## src/rtl/vga_embarcacao_desenho_if.sv

```systemverilog
// vga_embarcacao_desenho_if
// Bundles every signal between the ship-board drawer and its environment.
//   posicoesEmbarcacao : 8 slots x 8 bits, slot k = [8k+7:8k], [3:0]=X, [7:4]=Y
//   pos_valid/pos_ready: vector handshake
//   frame_start        : one-cycle pulse at start of vertical blanking
//   pixel_x/pixel_y    : current scan position, video_on qualifies it
//   rgb/ship_px        : pixel result, 2 cycles after the scan position
//   dup_err/swap_done  : status
//   fsm_state          : current vector-loader state, for observation only
//
// Handshake: a vector is transferred on a rising clock edge where
// pos_valid and pos_ready are both high. The source must hold the vector
// stable while pos_valid is high and pos_ready is low. pos_ready depends
// only on internal state, never combinationally on pos_valid.
interface vga_embarcacao_desenho_if;
  logic [63:0] posicoesEmbarcacao;
  logic        pos_valid;
  logic        pos_ready;
  logic        frame_start;
  logic [9:0]  pixel_x;
  logic [9:0]  pixel_y;
  logic        video_on;
  logic [7:0]  rgb;
  logic        ship_px;
  logic        dup_err;
  logic        swap_done;
  logic [1:0]  fsm_state;

  modport master (
    output posicoesEmbarcacao, pos_valid, frame_start, pixel_x, pixel_y, video_on,
    input  pos_ready, rgb, ship_px, dup_err, swap_done, fsm_state
  );

  modport slave (
    input  posicoesEmbarcacao, pos_valid, frame_start, pixel_x, pixel_y, video_on,
    output pos_ready, rgb, ship_px, dup_err, swap_done, fsm_state
  );
endinterface

```

## src/rtl/vga_embarcacao_desenho.sv

```systemverilog
// vga_embarcacao_desenho
// Accepts a packed 8-slot ship-position vector, expands it one slot per
// cycle into a 10x10 shadow bitmap, and copies the shadow into the display
// bitmap at the next frame_start. A 2-stage pixel pipeline colours each
// scan position as ship, water, grid line or black.
// Ports:
//   clk   : system clock
//   reset : asynchronous, active-high reset
//   bus   : vga_embarcacao_desenho_if.slave (vector handshake, scan
//           position in, colour and status out, FSM state for observation)
module vga_embarcacao_desenho #(
  parameter int         BOARD_X0  = 160,
  parameter int         BOARD_Y0  = 80,
  parameter int         CELL_LOG2 = 5,
  parameter logic [7:0] SHIP_RGB  = 8'hE0,
  parameter logic [7:0] WATER_RGB = 8'h03,
  parameter logic [7:0] GRID_RGB  = 8'hFF
) (
  input logic                     clk,
  input logic                     reset,
  vga_embarcacao_desenho_if.slave bus
);

  typedef enum logic [1:0] {
    ST_IDLE      = 2'd0,
    ST_BUILD     = 2'd1,
    ST_WAIT_SWAP = 2'd2
  } state_t;

  state_t      state_q, state_d;
  logic [2:0]  slot_q, slot_d;
  logic [63:0] vec_q, vec_d;
  logic [99:0] shadow_q, shadow_d;
  logic [99:0] display_q, display_d;
  logic        dup_q, dup_d;
  logic        swap_q, swap_d;

  // Current slot decode. Cells are stored row-major: index = (Y-1)*10 + (X-1).
  logic [7:0] slot_byte;
  logic [3:0] slot_x, slot_y;
  logic       slot_ok;
  logic [6:0] slot_idx;

  assign slot_byte = vec_q[{slot_q, 3'b000} +: 8];
  assign slot_x    = slot_byte[3:0];
  assign slot_y    = slot_byte[7:4];
  // Zero marks an unused slot, 11..15 is out of range; both are skipped.
  assign slot_ok   = (slot_x != 4'd0) && (slot_y != 4'd0) &&
                     (slot_x <= 4'd10) && (slot_y <= 4'd10);
  assign slot_idx  = ({3'b000, slot_y} - 7'd1) * 7'd10 + {3'b000, slot_x} - 7'd1;

  always_ff @(posedge clk or posedge reset) begin
    if (reset) begin
      state_q   <= ST_IDLE;
      slot_q    <= 3'd0;
      vec_q     <= 64'd0;
      shadow_q  <= 100'd0;
      display_q <= 100'd0;
      dup_q     <= 1'b0;
      swap_q    <= 1'b0;
    end else begin
      state_q   <= state_d;
      slot_q    <= slot_d;
      vec_q     <= vec_d;
      shadow_q  <= shadow_d;
      display_q <= display_d;
      dup_q     <= dup_d;
      swap_q    <= swap_d;
    end
  end

  always_comb begin
    state_d   = state_q;
    slot_d    = slot_q;
    vec_d     = vec_q;
    shadow_d  = shadow_q;
    display_d = display_q;
    dup_d     = dup_q;
    swap_d    = 1'b0;
    case (state_q)
      ST_IDLE: begin
        if (bus.pos_valid) begin
          vec_d    = bus.posicoesEmbarcacao;
          shadow_d = 100'd0;
          dup_d    = 1'b0;
          slot_d   = 3'd0;
          state_d  = ST_BUILD;
        end
      end
      ST_BUILD: begin
        if (slot_ok) begin
          // Only earlier slots of this vector can have set the bit.
          if (shadow_q[slot_idx]) dup_d = 1'b1;
          shadow_d[slot_idx] = 1'b1;
        end
        slot_d = slot_q + 3'd1;
        if (slot_q == 3'd7) state_d = ST_WAIT_SWAP;
      end
      ST_WAIT_SWAP: begin
        // A frame_start coinciding with the entry edge was sampled in BUILD
        // and is therefore ignored; the swap waits for the next pulse.
        if (bus.frame_start) begin
          display_d = shadow_q;
          swap_d    = 1'b1;
          state_d   = ST_IDLE;
        end
      end
      default: state_d = ST_IDLE;
    endcase
  end

  assign bus.pos_ready = (state_q == ST_IDLE);
  assign bus.dup_err   = dup_q;
  assign bus.swap_done = swap_q;
  assign bus.fsm_state = state_q;

  // Pixel stage 1: board-relative offsets. Bit 10 is the sign, so any
  // position left of / above the board shows up as negative.
  logic [10:0] dx, dy;
  logic [9:0]  col_full, row_full;
  logic        on_board_c, edge_c;

  assign dx         = {1'b0, bus.pixel_x} - 11'(BOARD_X0);
  assign dy         = {1'b0, bus.pixel_y} - 11'(BOARD_Y0);
  assign col_full   = dx[9:0] >> CELL_LOG2;
  assign row_full   = dy[9:0] >> CELL_LOG2;
  assign on_board_c = !dx[10] && !dy[10] && (col_full < 10'd10) && (row_full < 10'd10);
  // Only the top/left pixel of each cell is a grid line, so the board has
  // no closing line on its right and bottom edges.
  assign edge_c     = (dx[CELL_LOG2-1:0] == '0) || (dy[CELL_LOG2-1:0] == '0);

  logic [3:0] s1_col_q, s1_row_q;
  logic       s1_on_q, s1_edge_q, s1_vid_q;
  logic [7:0] rgb_q, rgb_d;
  logic       ship_q, ship_d;

  always_ff @(posedge clk or posedge reset) begin
    if (reset) begin
      s1_col_q  <= 4'd0;
      s1_row_q  <= 4'd0;
      s1_on_q   <= 1'b0;
      s1_edge_q <= 1'b0;
      s1_vid_q  <= 1'b0;
      rgb_q     <= 8'd0;
      ship_q    <= 1'b0;
    end else begin
      s1_col_q  <= col_full[3:0];
      s1_row_q  <= row_full[3:0];
      s1_on_q   <= on_board_c;
      s1_edge_q <= edge_c;
      s1_vid_q  <= bus.video_on;
      rgb_q     <= rgb_d;
      ship_q    <= ship_d;
    end
  end

  // Pixel stage 2: colour priority. The cell lookup is only meaningful on
  // the board, so it is gated by s1_on_q.
  logic [6:0] cell_idx;
  logic       cell_hit;

  assign cell_idx = {3'b000, s1_row_q} * 7'd10 + {3'b000, s1_col_q};
  assign cell_hit = s1_on_q && display_q[cell_idx];

  always_comb begin
    rgb_d  = 8'd0;
    ship_d = s1_vid_q && cell_hit;
    if (!s1_vid_q)      rgb_d = 8'd0;
    else if (!s1_on_q)  rgb_d = 8'd0;
    else if (s1_edge_q) rgb_d = GRID_RGB;
    else if (cell_hit)  rgb_d = SHIP_RGB;
    else                rgb_d = WATER_RGB;
  end

  assign bus.rgb     = rgb_q;
  assign bus.ship_px = ship_q;

endmodule

```

## src/flat_wrapper.sv

```systemverilog
// flat-port wrapper written by rule: the top's interface ports become plain ports
module vga_embarcacao_desenho_flat 
#(
  parameter int         BOARD_X0  = 160,
  parameter int         BOARD_Y0  = 80,
  parameter int         CELL_LOG2 = 5,
  parameter logic [7:0] SHIP_RGB  = 8'hE0,
  parameter logic [7:0] WATER_RGB = 8'h03,
  parameter logic [7:0] GRID_RGB  = 8'hFF
)
  (clk, reset, bus_posicoesEmbarcacao, bus_pos_valid, bus_frame_start, bus_pixel_x, bus_pixel_y, bus_video_on, bus_pos_ready, bus_rgb, bus_ship_px, bus_dup_err, bus_swap_done, bus_fsm_state);
  vga_embarcacao_desenho_if bus_i ();
  input logic clk;
  input logic reset;
  input wire logic [$bits(bus_i.posicoesEmbarcacao)-1:0] bus_posicoesEmbarcacao;
  input wire logic [$bits(bus_i.pos_valid)-1:0] bus_pos_valid;
  input wire logic [$bits(bus_i.frame_start)-1:0] bus_frame_start;
  input wire logic [$bits(bus_i.pixel_x)-1:0] bus_pixel_x;
  input wire logic [$bits(bus_i.pixel_y)-1:0] bus_pixel_y;
  input wire logic [$bits(bus_i.video_on)-1:0] bus_video_on;
  output wire logic [$bits(bus_i.pos_ready)-1:0] bus_pos_ready;
  output wire logic [$bits(bus_i.rgb)-1:0] bus_rgb;
  output wire logic [$bits(bus_i.ship_px)-1:0] bus_ship_px;
  output wire logic [$bits(bus_i.dup_err)-1:0] bus_dup_err;
  output wire logic [$bits(bus_i.swap_done)-1:0] bus_swap_done;
  output wire logic [$bits(bus_i.fsm_state)-1:0] bus_fsm_state;
  assign bus_i.posicoesEmbarcacao = bus_posicoesEmbarcacao;
  assign bus_i.pos_valid = bus_pos_valid;
  assign bus_i.frame_start = bus_frame_start;
  assign bus_i.pixel_x = bus_pixel_x;
  assign bus_i.pixel_y = bus_pixel_y;
  assign bus_i.video_on = bus_video_on;
  assign bus_pos_ready = bus_i.pos_ready;
  assign bus_rgb = bus_i.rgb;
  assign bus_ship_px = bus_i.ship_px;
  assign bus_dup_err = bus_i.dup_err;
  assign bus_swap_done = bus_i.swap_done;
  assign bus_fsm_state = bus_i.fsm_state;
  vga_embarcacao_desenho #(.BOARD_X0(BOARD_X0), .BOARD_Y0(BOARD_Y0), .CELL_LOG2(CELL_LOG2), .SHIP_RGB(SHIP_RGB), .WATER_RGB(WATER_RGB), .GRID_RGB(GRID_RGB)) u_core (.clk(clk), .reset(reset), .bus(bus_i));
endmodule
```

## config.mk

```make
export PLATFORM = sky130hd
export DESIGN_NAME = vga_embarcacao_desenho_flat
export DESIGN_NICKNAME = d
export VERILOG_FILES = /design/src/rtl/vga_embarcacao_desenho_if.sv /design/src/rtl/vga_embarcacao_desenho.sv /design/src/flat_wrapper.sv
export SDC_FILE = /design/constraint.sdc
export NUM_CORES = 1
export LEC_CHECK = 0
export CAP_MARGIN = 15
export CORE_MARGIN = 1
export CORE_UTILIZATION = 53
export DETAILED_ROUTE_END_ITERATION = 6
export PLACE_DENSITY = 0.73
export SLEW_MARGIN = 20
export SYNTH_ARGS = -nofsm -noshare
export SYNTH_HDL_FRONTEND = slang
export SYNTH_SLANG_ARGS = --single-unit
```

## constraint.sdc

```tcl
create_clock -name clk -period 8.5 [get_ports clk]
set_input_delay 0.85 -clock clk [delete_from_list [all_inputs] [get_ports clk]]
set_output_delay 0.85 -clock clk [all_outputs]
set_load 0.01 [all_outputs]
```

==> metrics.csv <==
stage,metric,value,unit
routing,DRC,0,
clock_tree,hold bufs inserted after CTS,0,
global_route,total track usage,26.7,%
setup_path,CP peak stage delay,950,ps
die,num rows,58,
finish,Final Cell Area,0.0161,mm²
timing,final slew viol count,0,
timing,Period minus WS final,5930,ps
routing,Via Count,10700,
timing,Final Hold Fails,0,
clock_tree,clock insertion delay at the later pin of the skew report,550,ps
timing,Highest Clock Rate,0.169,GHz
finish,ant diodes,0,
timing,Rel. slew slack,20.0,%
setup_path,Critical Path Sink Type,flop,
routing,post-route ant nets,0,
placement,Post-DP HPWL,22400,µm
setup_path,critical-path cell list,"mux4_2, mux2i_2, nand3_1, xor2_1, ha_1, ha_1, inv_1, fa_1, or3b_2, a221oi_1, nor3_1, xnor2_1, xnor2_4, nor3_1, a21oi_1, nor2_1",
flow_run,max cap viols,0,
setup_path,"Slowest-stage cell, CP",dfrtp_1,
die,core area,0.0254,mm²
setup_path,CP Data Arrival Time,6390,ps
routing,DR iter-0 viols,1091,
clock_tree,number of CTS-inserted buffers,31,
finish,P&R area growth vs syn,16.4,%
routing,DRT Wirelength,34200,µm
finish,layout cells sized above 1,9.58,%
placement,DP Area,0.0151,mm²
global_route,first-pass GRT wire length,56500,µm
clock_tree,clock sinks,286,
placement,Port Buffer Count,102,
global_route,initial antenna violation count,0,
placement,RePlAce Congestion,0.868,
die,die width,164,µm
finish,Final #Nets,1628,
clock_tree,root buffer cell,clkbuf_16,
yosys,Synth Area in Adders,2.65,%
yosys,Post-synth EDFFs,0,
timing,setup TNS,0,ps
timing,worst slew pin tran,1190,ps
clock_tree,H-tree levels,1,
clock_tree,post-CTS sizing,0,
setup_path,"delay-heaviest family, CP",simple AND/OR/NAND/NOR gates,
yosys,Netlist cell types,65,
setup_path,largest fanout on the critical path,18,
routing,wire length per cell,18.3,µm
routing,TritonRoute pass-1 iters,6,
yosys,ys async rst share,100,%
clock_tree,Post-CTS Setup Repair Bufs,0,
die,Initial Util,54.6,%
yosys,Post-Synth XOR/XNOR Area,1.46,%
global_route,largest net degree at the start of global routing,152,
global_route,number of global-route vias before repair,10800,
yosys,Synth Area in Simple Gates,21.1,%
setup_path,number of buffers and inverters on the critical path,1,
setup_path,CP required,8960,ps
yosys,#FFs+latches synth,286,
yosys,synthesized area per cell,9.56,µm²
global_route,grt ovf,0,
setup_path,startpoint types,flop,
yosys,Synthesis Warnings,0,
hold_path,worst hold path class,reg -> reg,
yosys,multiplexer share of the synthesized area,11.8,%
die,die footprint,0.0268,mm²
die,IO Count,103,
yosys,Syn Inst Count,1451,
yosys,Synth Area in Compound Gates,7.52,%
yosys,ys flop type,dfrtp_1,
timing,Final period util,69.8,%
outcome,outcome,"complete, no violations",
timing,Final Skew,15.8,ps
clock_tree,clk buf depth,3,
yosys,register area share after synthesis,51.6,%
die,DIE HEIGHT,164,µm
yosys,Syn Nets,1567,
yosys,area of the mapped netlist,0.0139,mm²
clock_tree,TritonCTS clock tree,built,
setup_path,critical path class,reg -> reg,
timing,RSZ-0062 raised after global routing,false,
yosys,largest family of logic cells by synthesized area,simple AND/OR/NAND/NOR gates,
clock_tree,"Reg clk slew, reported paths",60,ps
routing,DR vias/cell,5.73,
timing,# setup viols final,0,
## metrics by stage
step / utilization, % / worst slack [ps] / instances / hold WS (ps)
6_report: 63.6 / 2570 / 1864 / 469
5_1_grt: 63.6 / 2070 / 1864 / 482
4_1_cts: 63.5 / 2620 / 1863 / 472
3_5_place_dp: 59.3 / 2680 / 1808 / 458
3_3_place_gp: 59.3 / 2810 / 1808 / 452
2_1_floorplan: - / 3730 / 1451 / 437
## Yosys cell counts, types with 6 or more instances
cell type,number,area [µm²]
a211oi_1,6,45.0
a21oi_1,123,616
buf_2,20,100
buf_4,7,52.6
clkbuf_1,59,221
dfrtp_1,286,7160
ha_1,23,288
inv_1,27,101
mux2i_1,45,450
mux4_2,48,1080
nand2_1,514,1930
nand2b_1,6,37.5
nor2_1,120,450
nor3_1,29,145
nor3_2,8,80.1
o21ai_0,7,35.0
o22ai_1,16,100
xnor2_1,14,123
xor2_1,6,52.6
## layer usage
metal,vias to the layer above,global-route usage (%),share of wire [%]
met4,0,8.00,2.8
met1,5274,36.9,43
met3,77,5.05,7.2
li1,4958,-,-
met2,374,43.1,47
met5,-,0,0
## sequential cells by signal (all words and copies together) (netlist names)
signal / flops
u_core.s1_col_q: 4
u_core.slot_q: 3
u_core.bus.fsm_state: 2
u_core.s1_vid_q: 1
u_core.s1_edge_q: 1
u_core.vec_q: 64
u_core.s1_row_q: 4
u_core.bus.swap_done: 1
u_core.shadow_q: 100
u_core.bus.ship_px: 1
u_core.bus.dup_err: 1
u_core.s1_on_q: 1
u_core.display_q: 100
u_core.bus.rgb: 3
## worst register-to-register path: cells and delay by family (launching register included)
family	cells	cell delay, ps
mux	2	960
simple gates	5	1690
fa+ha+maj	3	980
compound gates	2	420
flops	1	950
buf+inv	1	60
xor+xnor	3	770
## layout by cell type, fill, tap and decap left out, types with 4 or more instances in the layout
cell type          n
nand2_1          513
dfrtp_1          285
a21oi_1          123
nor2_1           120
clkdlybuf4s50_1  102
mux4_2            48
mux2i_1           44
clkbuf_16         31
nor3_1            29
inv_1             25
ha_1              23
o22ai_1           16
buf_4             16
xnor2_1           14
nor3_2             7
o21ai_0            7
clkbuf_8           7
nand2b_1           6
a211oi_1           6
xor2_1             6
clkinv_2           6
nand3_1            5
nor4_1             5
clkbuf_1           5
nor2b_1            4
fa_1               4
bufinv_16          4
## area by class of cell
class | instances | area (µm²)
Clock buffer | 43 | 891
Clock inverter | 12 | 166
Fill cell | 2106 | 9250
Inverter | 29 | 113
Multi-Input combinational cell | 1044 | 6210
Sequential cell | 286 | 7160
Tap cell | 330 | 413
Timing Repair Buffer | 120 | 1190
## final timing paths
kind,from,endpoint,slack [ps],cells after the start
hold reg to reg,u_core.vec_q[18],u_core.vec_q[18],470,2
max in group asynchronous,reset,u_core.vec_q[53],5910,4
setup reg to reg,u_core.slot_q[1],u_core.shadow_q[41],2570,16
hold / removal,u_core.vec_q[18],u_core.vec_q[18],470,2
setup / recovery,u_core.slot_q[1],u_core.shadow_q[41],2570,16
min in group asynchronous,reset,u_core.display_q[32],670,2
## logic make-up (layout without fill, tap and decap cells)
group                      count (synthesis)  after routing
AOI/OAI and AO/OA                        182            182
DFF                                      286            286
muxes                                     99             99
and+or+nand+nor                          715            715
buffers and inverters                    121            204
adders and majority gates                 27             27
xor gates and xnor gates                  21             21
Power is not shown: default switching activity piles up to over one toggle a cycle in this logic, so the estimate is an artifact.
